<file path="config.mk">
export PLATFORM = sky130hd
export DESIGN_NAME = matricula_display
export DESIGN_NICKNAME = d
export VERILOG_FILES = /design/src/rtl/matricula_display.sv
export SDC_FILE = /design/constraint.sdc
export NUM_CORES = 1
export LEC_CHECK = 0
export ABC_AREA = 0
export CELL_PAD_IN_SITES_DETAIL_PLACEMENT = 0
export CELL_PAD_IN_SITES_GLOBAL_PLACEMENT = 1
export CORE_MARGIN = 4
export CORE_UTILIZATION = 35
export DETAILED_ROUTE_END_ITERATION = 10
export PLACE_DENSITY_LB_ADDON = 0.12
export SLEW_MARGIN = 20
export SYNTH_ARGS = -nofsm -noshare
export SYNTH_HDL_FRONTEND = slang
export SYNTH_SLANG_ARGS = --single-unit
</file>
<file path="constraint.sdc">
create_clock -name clk -period 2.7 [get_ports clk]
set_clock_uncertainty 0.15 [all_clocks]
set_input_delay 0.27 -clock clk [delete_from_list [all_inputs] [get_ports clk]]
set_output_delay 0.27 -clock clk [all_outputs]
set_load 0.05 [all_outputs]
</file>
<file path="src/rtl/matricula_display.sv">
// Six-digit multiplexed 7-segment scanner with a frame-synchronous shadow register.
// Define MATRICULA_LZB_EN to compile in leading-zero blanking.
module matricula_display #(
    parameter int PRESCALE = 50000
) (
    input  logic       clk,
    input  logic       rst_n,
    input  logic       EN,
    input  logic [3:0] A,
    input  logic [3:0] B,
    input  logic [3:0] C,
    input  logic [3:0] D,
    input  logic [3:0] E,
    input  logic [3:0] F,
    output logic [5:0] AN,
    output logic [6:0] SEG,
    output logic       DP,
    output logic       FRAME
);

    localparam int PCW = (PRESCALE > 2) ? $clog2(PRESCALE) : 1;
    localparam logic [PCW-1:0] PC_MAX = PCW'(PRESCALE - 1);

    logic [PCW-1:0] pc_q, pc_d;
    logic [2:0]     idx_q, idx_d;
    logic [23:0]    sh_q, sh_d;
    logic [5:0]     an_q, an_d;
    logic [6:0]     seg_q, seg_d;
    logic           frame_q, frame_d;

    logic [23:0] digits;
    logic        tick;
    logic        lastSlot;
    logic [3:0]  curNib;

    assign digits   = {A, B, C, D, E, F};
    assign tick     = EN && (pc_q == PC_MAX);
    assign lastSlot = (idx_q == 3'd5);

    function automatic logic [6:0] hexToSeg(input logic [3:0] h);
        logic [6:0] s;
        case (h)
            4'h0: s = 7'h40;
            4'h1: s = 7'h79;
            4'h2: s = 7'h24;
            4'h3: s = 7'h30;
            4'h4: s = 7'h19;
            4'h5: s = 7'h12;
            4'h6: s = 7'h02;
            4'h7: s = 7'h78;
            4'h8: s = 7'h00;
            4'h9: s = 7'h10;
            4'hA: s = 7'h08;
            4'hB: s = 7'h03;
            4'hC: s = 7'h46;
            4'hD: s = 7'h21;
            4'hE: s = 7'h06;
            default: s = 7'h0E;
        endcase
        return s;
    endfunction

    always_comb begin
        case (idx_q)
            3'd0:    curNib = sh_q[23:20];
            3'd1:    curNib = sh_q[19:16];
            3'd2:    curNib = sh_q[15:12];
            3'd3:    curNib = sh_q[11:8];
            3'd4:    curNib = sh_q[7:4];
            default: curNib = sh_q[3:0];
        endcase
    end

`ifdef MATRICULA_LZB_EN
    logic blankCur;
    logic leadZero;

    // Digit F is never a candidate, so an all-zero shadow still shows a single 0.
    always_comb begin
        blankCur = 1'b0;
        leadZero = 1'b1;
        for (int k = 0; k < 5; k++) begin
            leadZero = leadZero && (sh_q[(23 - 4*k) -: 4] == 4'h0);
            if ((idx_q == 3'(k)) && leadZero) begin
                blankCur = 1'b1;
            end
        end
    end
`endif

    always_comb begin
        pc_d    = pc_q;
        idx_d   = idx_q;
        sh_d    = sh_q;
        an_d    = an_q;
        seg_d   = seg_q;
        frame_d = 1'b0;
        if (!EN) begin
            pc_d  = '0;
            idx_d = 3'd0;
            sh_d  = digits;
            an_d  = 6'h3F;
            seg_d = 7'h7F;
        end else begin
            pc_d = tick ? '0 : pc_q + 1'b1;
            if (tick) begin
                idx_d = lastSlot ? 3'd0 : idx_q + 3'd1;
            end
            // New digits are latched only at the frame boundary so a frame never tears.
            if (tick && lastSlot) begin
                sh_d    = digits;
                frame_d = 1'b1;
            end
            an_d = ~(6'd1 << (3'd5 - idx_q));
`ifdef MATRICULA_LZB_EN
            seg_d = blankCur ? 7'h7F : hexToSeg(curNib);
`else
            seg_d = hexToSeg(curNib);
`endif
        end
    end

    always_ff @(posedge clk or negedge rst_n) begin
        if (!rst_n) begin
            pc_q    <= '0;
            idx_q   <= 3'd0;
            sh_q    <= 24'h0;
            an_q    <= 6'h3F;
            seg_q   <= 7'h7F;
            frame_q <= 1'b0;
        end else begin
            pc_q    <= pc_d;
            idx_q   <= idx_d;
            sh_q    <= sh_d;
            an_q    <= an_d;
            seg_q   <= seg_d;
            frame_q <= frame_d;
        end
    end

    assign AN    = an_q;
    assign SEG   = seg_q;
    assign DP    = 1'b1;
    assign FRAME = frame_q;

endmodule

</file>
Word-level counts from Yosys, hierarchy flattened
Memories as Yosys holds them, arrays and structs flattened.
Index checks and enable logic that the tools add are counted.
{ "totals": {"mem_bits_ro": 112, "ramBits": 0, "latch_bits": 0, "inputBits": 27, "output_inout_bits": 15, "memories": 1, "reg_bits": 57, "elab_cells": 35} }
{ "op_classes": {"n_lt_le_gt_ge": 0, "addsub": 3, "n_eq_ne": 8, "div": 0, "mul": 0, "mux": 12, "shifts": 1, "bitwise_logic": 1, "n_reduce_logical": 3} }
{ "memory_table": {"columns": ["name", "words", "width", "rd", "rd_ports_with_merged_regs", "wr", "line", "text"], "rows": [
  ["(name not given)", 16, 7, 1, 0, 0, "42", "case (h)"]
]} }
{ "ops": {"columns": ["operator", "count"], "rows": [
  ["24-bit 2-to-1 mux", 2],
  ["16-bit 2-to-1 mux", 2],
  ["4-bit case mux with 5 select lines", 1],
  ["16-bit by 1-bit adder with 16-bit output (second input constant)", 1],
  ["16-bit equality test (second input constant)", 1],
  ["3-bit 2-to-1 mux", 3],
  ["7-bit 2-to-1 mux", 1],
  ["3-bit by 2-bit equality test with 1-bit output (second input constant)", 2],
  ["3-bit equality test (second input constant)", 2],
  ["6-bit 2-to-1 mux", 1],
  ["6-bit NOT", 1],
  ["1-bit by 3-bit left shift with 6-bit output (first input constant)", 1],
  ["2-bit by 1-bit != test with 1-bit output (second input constant)", 2],
  ["3-bit by 1-bit adder with 3-bit output (second input constant)", 1],
  ["3-bit by 1-bit equality test with 1-bit output (second input constant)", 1],
  ["3-bit zero test", 1],
  ["3-bit subtractor (first input constant)", 1],
  ["1-bit logical AND", 2],
  ["1-bit 2-to-1 mux", 2]
]} }

Longest topological paths before layout
{ "logic_depth": {"word_depth": 5, "mapped_depth": 12, "ltp_nobuf": 11} }

Least setup slack after synthesis
OpenSTA, ideal clock, no wires.
{ "synth_path": {"path_type": "reg2reg", "startpoint": "register idx_q[0]", "endpoint": "register seg_q[0], in the netlist SEG[0]", "arrival_ns": 2.339, "period_less_slack_ns": 2.588, "n_path_buf": 0, "required_time_ns": 2.451, "setup_ns": 0.099, "slack_ns": 0.112, "path_stages_with_launch": 10, "path_cell_list": "dfrtp_1 > ha_1 > ha_1 > nor2_1 > nand2_1 > o2bb2ai_1 > inv_1 > ha_1 > a2111oi_0 > a31oi_1"} }
{ "synth_via": {"elab_chain_cells": 4, "elab_cells_between_ends": 8, "classes_between": "4 x eq/ne; 2 x mux; 1 x reduce/logical; 1 x memory"} }
{ "synth_rtl": {"columns": ["item", "line", "text"], "rows": [
  ["from (decl)", "25", "logic [2:0] idx_q, idx_d;"],
  ["from (signal assigned)", "133", "idx_q <= idx_d;"],
  ["3-bit equality test (tied with other cells)", "64", "case (idx_q)"],
  ["4-bit case mux with 5 select lines (*)", "64", null],
  ["memory 16 x 7 bit (*)", null, null],
  ["7-bit 2-to-1 mux (*)", "98", "if (!EN) begin"],
  ["via seg_d[0]", "28", "logic [6:0] seg_q, seg_d;"],
  ["to (signal assigned)", "136", "seg_q <= seg_d;"],
  ["to (decl)", "28", null]
]} }
The timed path passes the listed nets; every way through them passes the cells marked *.
A chain may end at the register's enable or synchronous reset.

Final worst setup path
Same ends and word-level chain as after synthesis.

==> flow_summary.json <==
{
  "p_leak_nw": 1.59,
  "tightest_slew_ns": 0.920,
  "dp_cells": 390,
  "grt_pass1_vias": 2052,
  "first_iter_violations": 75,
  "io_pins": 42,
  "numPortBuffers": 40,
  "drive_above_1_share": 0.285,
  "synthFlopType": "dfrtp_1",
  "final_antenna_net_count": 0,
  "first_pass_iters": 4,
  "final_common_cell": "dfrtp_1",
  "powerDensity_nw_per_um2": 543,
  "drv_cap": 0,
  "antenna_found_initial": 0,
  "instances_no_fill": 407,
  "core_um2": 7850,
  "yosysWarnings": 0,
  "setup_viol": 0,
  "cts_tree": "built",
  "fp.dieH_um": 98.8,
  "post_cts_buffers": 0,
  "grt_overflow": 0,
  "die_area_um2": 9750,
  "ys_ff_latch": 57,
  "area.growth.synth_to_final_pct": 28.7,
  "nets": 340,
  "syn_nets": 278,
  "drc": 0,
  "vias": 1981,
  "viasPerCell": 4.87,
  "max_freq_mhz": 405,
  "root_buffer": "clkbuf_8",
  "cp_data_arrival_time_ns": 2.57,
  "critPathKind": "reg -> reg",
  "hold_viol": 0,
  "synthCells": 238,
  "grt_first_pass_wirelength_mm": 10.2,
  "grt_max_degree": 43,
  "dp_hpwl_mm": 4.33,
  "chipWidth_um": 98.8,
  "path_common_cell": "ha_1",
  "finalCritPeriodShare": 0.915,
  "layout_min_cycle_time_ns": 2.47,
  "clkSinkCount": 57,
  "ctsHtreeMaxLevel": 3,
  "yosysSeqAreaShare": 0.500,
  "cts_buffers": 9,
  "rows": 32,
  "track_usage": 0.135,
  "critPathLaunchType": "flop",
  "start_util": 0.367,
  "cts.clk_slew.worst_paths_ns": 0.07,
  "wl_per_cell_um": 15.1,
  "synth_area_um2": 2880,
  "worstPathMaxFanout": 6,
  "drv_slew": 0,
  "hold_slack_ns": 0.357,
  "relSlewSlack": 0.387,
  "crit_slowest_cell": "dfrtp_2",
  "grt_setup_unrepaired": "false",
  "status": "complete, no violations",
  "synth_edf_count": 0,
  "cp.required_ns": 2.80,
  "finalWirelength_mm": 6.16,
  "synth.avg_cell_area_um2": 12.1,
  "ir_worst_vdd_uv": 230,
  "power.total_mw": 2.02,
  "insertion_delay_ns": 0.34,
  "async_flop_share": 1.00,
  "synth_cell_types": 44,
  "layout_common_cells": "dfrtp_1, clkdlybuf4s50_1, nor2_1",
  "antennaDiodeCount": 0,
  "critPathMaxStageDelay_ns": 0.44,
  "crit_path_end_kind": "flop",
  "path_cells": "ha_1, ha_2, a222oi_1, o2bb2ai_2, inv_1, ha_1, a2111oi_1, a31oi_1",
  "hold_path_class": "reg -> reg",
  "clockBufferDepth": 2,
  "place.gp.congestion": 0.842
}
-- worst max-delay path, delay by kind of cell (launching register included) --
kind | cells | cell delay [ns]
AO/OA/AOI/OAI | 4 | 1.00
adder cells (fa/ha/maj) | 3 | 0.71
flip-flops | 1 | 0.44
buffers and inverters | 1 | 0.09
-- cell type report --
| cell class | instances | area (µm²) |
|---|---|---|
| Fill cell | 747 | 4140 |
| Sequential cell | 57 | 1440 |
| Multi-Input combinational cell | 163 | 1360 |
| Timing Repair Buffer | 59 | 553 |
| Clock buffer | 13 | 169 |
| Tap cell | 102 | 128 |
| Inverter | 10 | 37.5 |
| Clock inverter | 3 | 15.0 |
-- state kept, by name, summed over array words and instances, names as in the netlist --
register and cells:
sh_q 24, AN 6, FRAME 1, idx_q 3
pc_q 16, SEG 7
-- layer usage --
layer | part of all wire | global-route usage
met1 | 0.49 | 0.187
met2 | 0.45 | 0.195
met5 | 0 | 0
met3 | 0.053 | 0.0460
met4 | 0.015 | 0.0504
-- stage by stage --
stage / cell area (µm²) / worst slack (ns) / setup TNS [ns] / utilization
after floorplan: 2880 / 0.112 / 0 / -
after global placement: 3480 / 0.106 / 0 / 0.444
after detailed placement: 3480 / -0.0335 / -0.0335 / 0.444
after CTS: 3680 / 0.0202 / 0 / 0.469
after global routing: 3710 / 0.00633 / 0 / 0.473
final: 3710 / 0.229 / 0 / 0.473
-- kinds of logic (layout without fill, tap and decap cells) --
kind of cell,after synthesis,after routing,synth area share
AO/OA/AOI/OAI,29,29,0.0803
XOR/XNOR,15,15,0.0456
adder cells (fa/ha/maj),13,13,0.0564
buffers and inverters,18,85,0.0373
flip-flops,57,57,0.500
multiplexers,34,34,0.157
AND/OR/NAND/NOR,71,71,0.122
other,1,1,0.00130
-- power breakdown --
| group | switching (mW) | internal [mW] |
|---|---|---|
| clock network | 0.331 | 0.404 |
| registers | 0.0307 | 0.919 |
| logic | 0.165 | 0.167 |
| total | 0.527 | 1.49 |
-- worst paths after layout --
check	startpoint	end	slack (ns)	depth (start not counted)
min reg2reg	sh_q[2]	sh_q[2]	0.36	1
max reg2reg	idx_q[0]	SEG[0]	0.23	8
min in group asynchronous	rst_n	sh_q[8]	0.46	2
max	idx_q[0]	SEG[0]	0.23	8
max in group asynchronous	rst_n	pc_q[2]	1.21	3
min	sh_q[2]	sh_q[2]	0.36	1
-- synth_stat cells (3+ instances only) --
master    count  area, µm²
xnor2_1       6       52.6
ha_1         13        163
a222oi_1      3       30.0
xor2_1        9       78.8
a211oi_1      6       45.0
nor3_1        3       15.0
dfstp_2      13        342
nand2_1      15       56.3
dfrtp_1      44       1100
buf_2         3       15.0
nand3_1      11       55.1
nor2_1       24       90.1
o21ai_0       3       15.0
mux2_2        9        101
mux2_4       20        300
nand3b_1      4       30.0
mux2i_1       5       50.1
inv_1         9       33.8
-- repair_timing --
item | 4_1_cts | 5_1_grt
pin swaps | 0 | 3
hold buffers | 1 | 0
cloned | 0 | 0
hold endpoints to repair | 27 | 0
resized for setup | 1 | 8
endpoints found under the setup margin | 2 | 5
No activity file was read; power rests on OpenSTA's default activity.
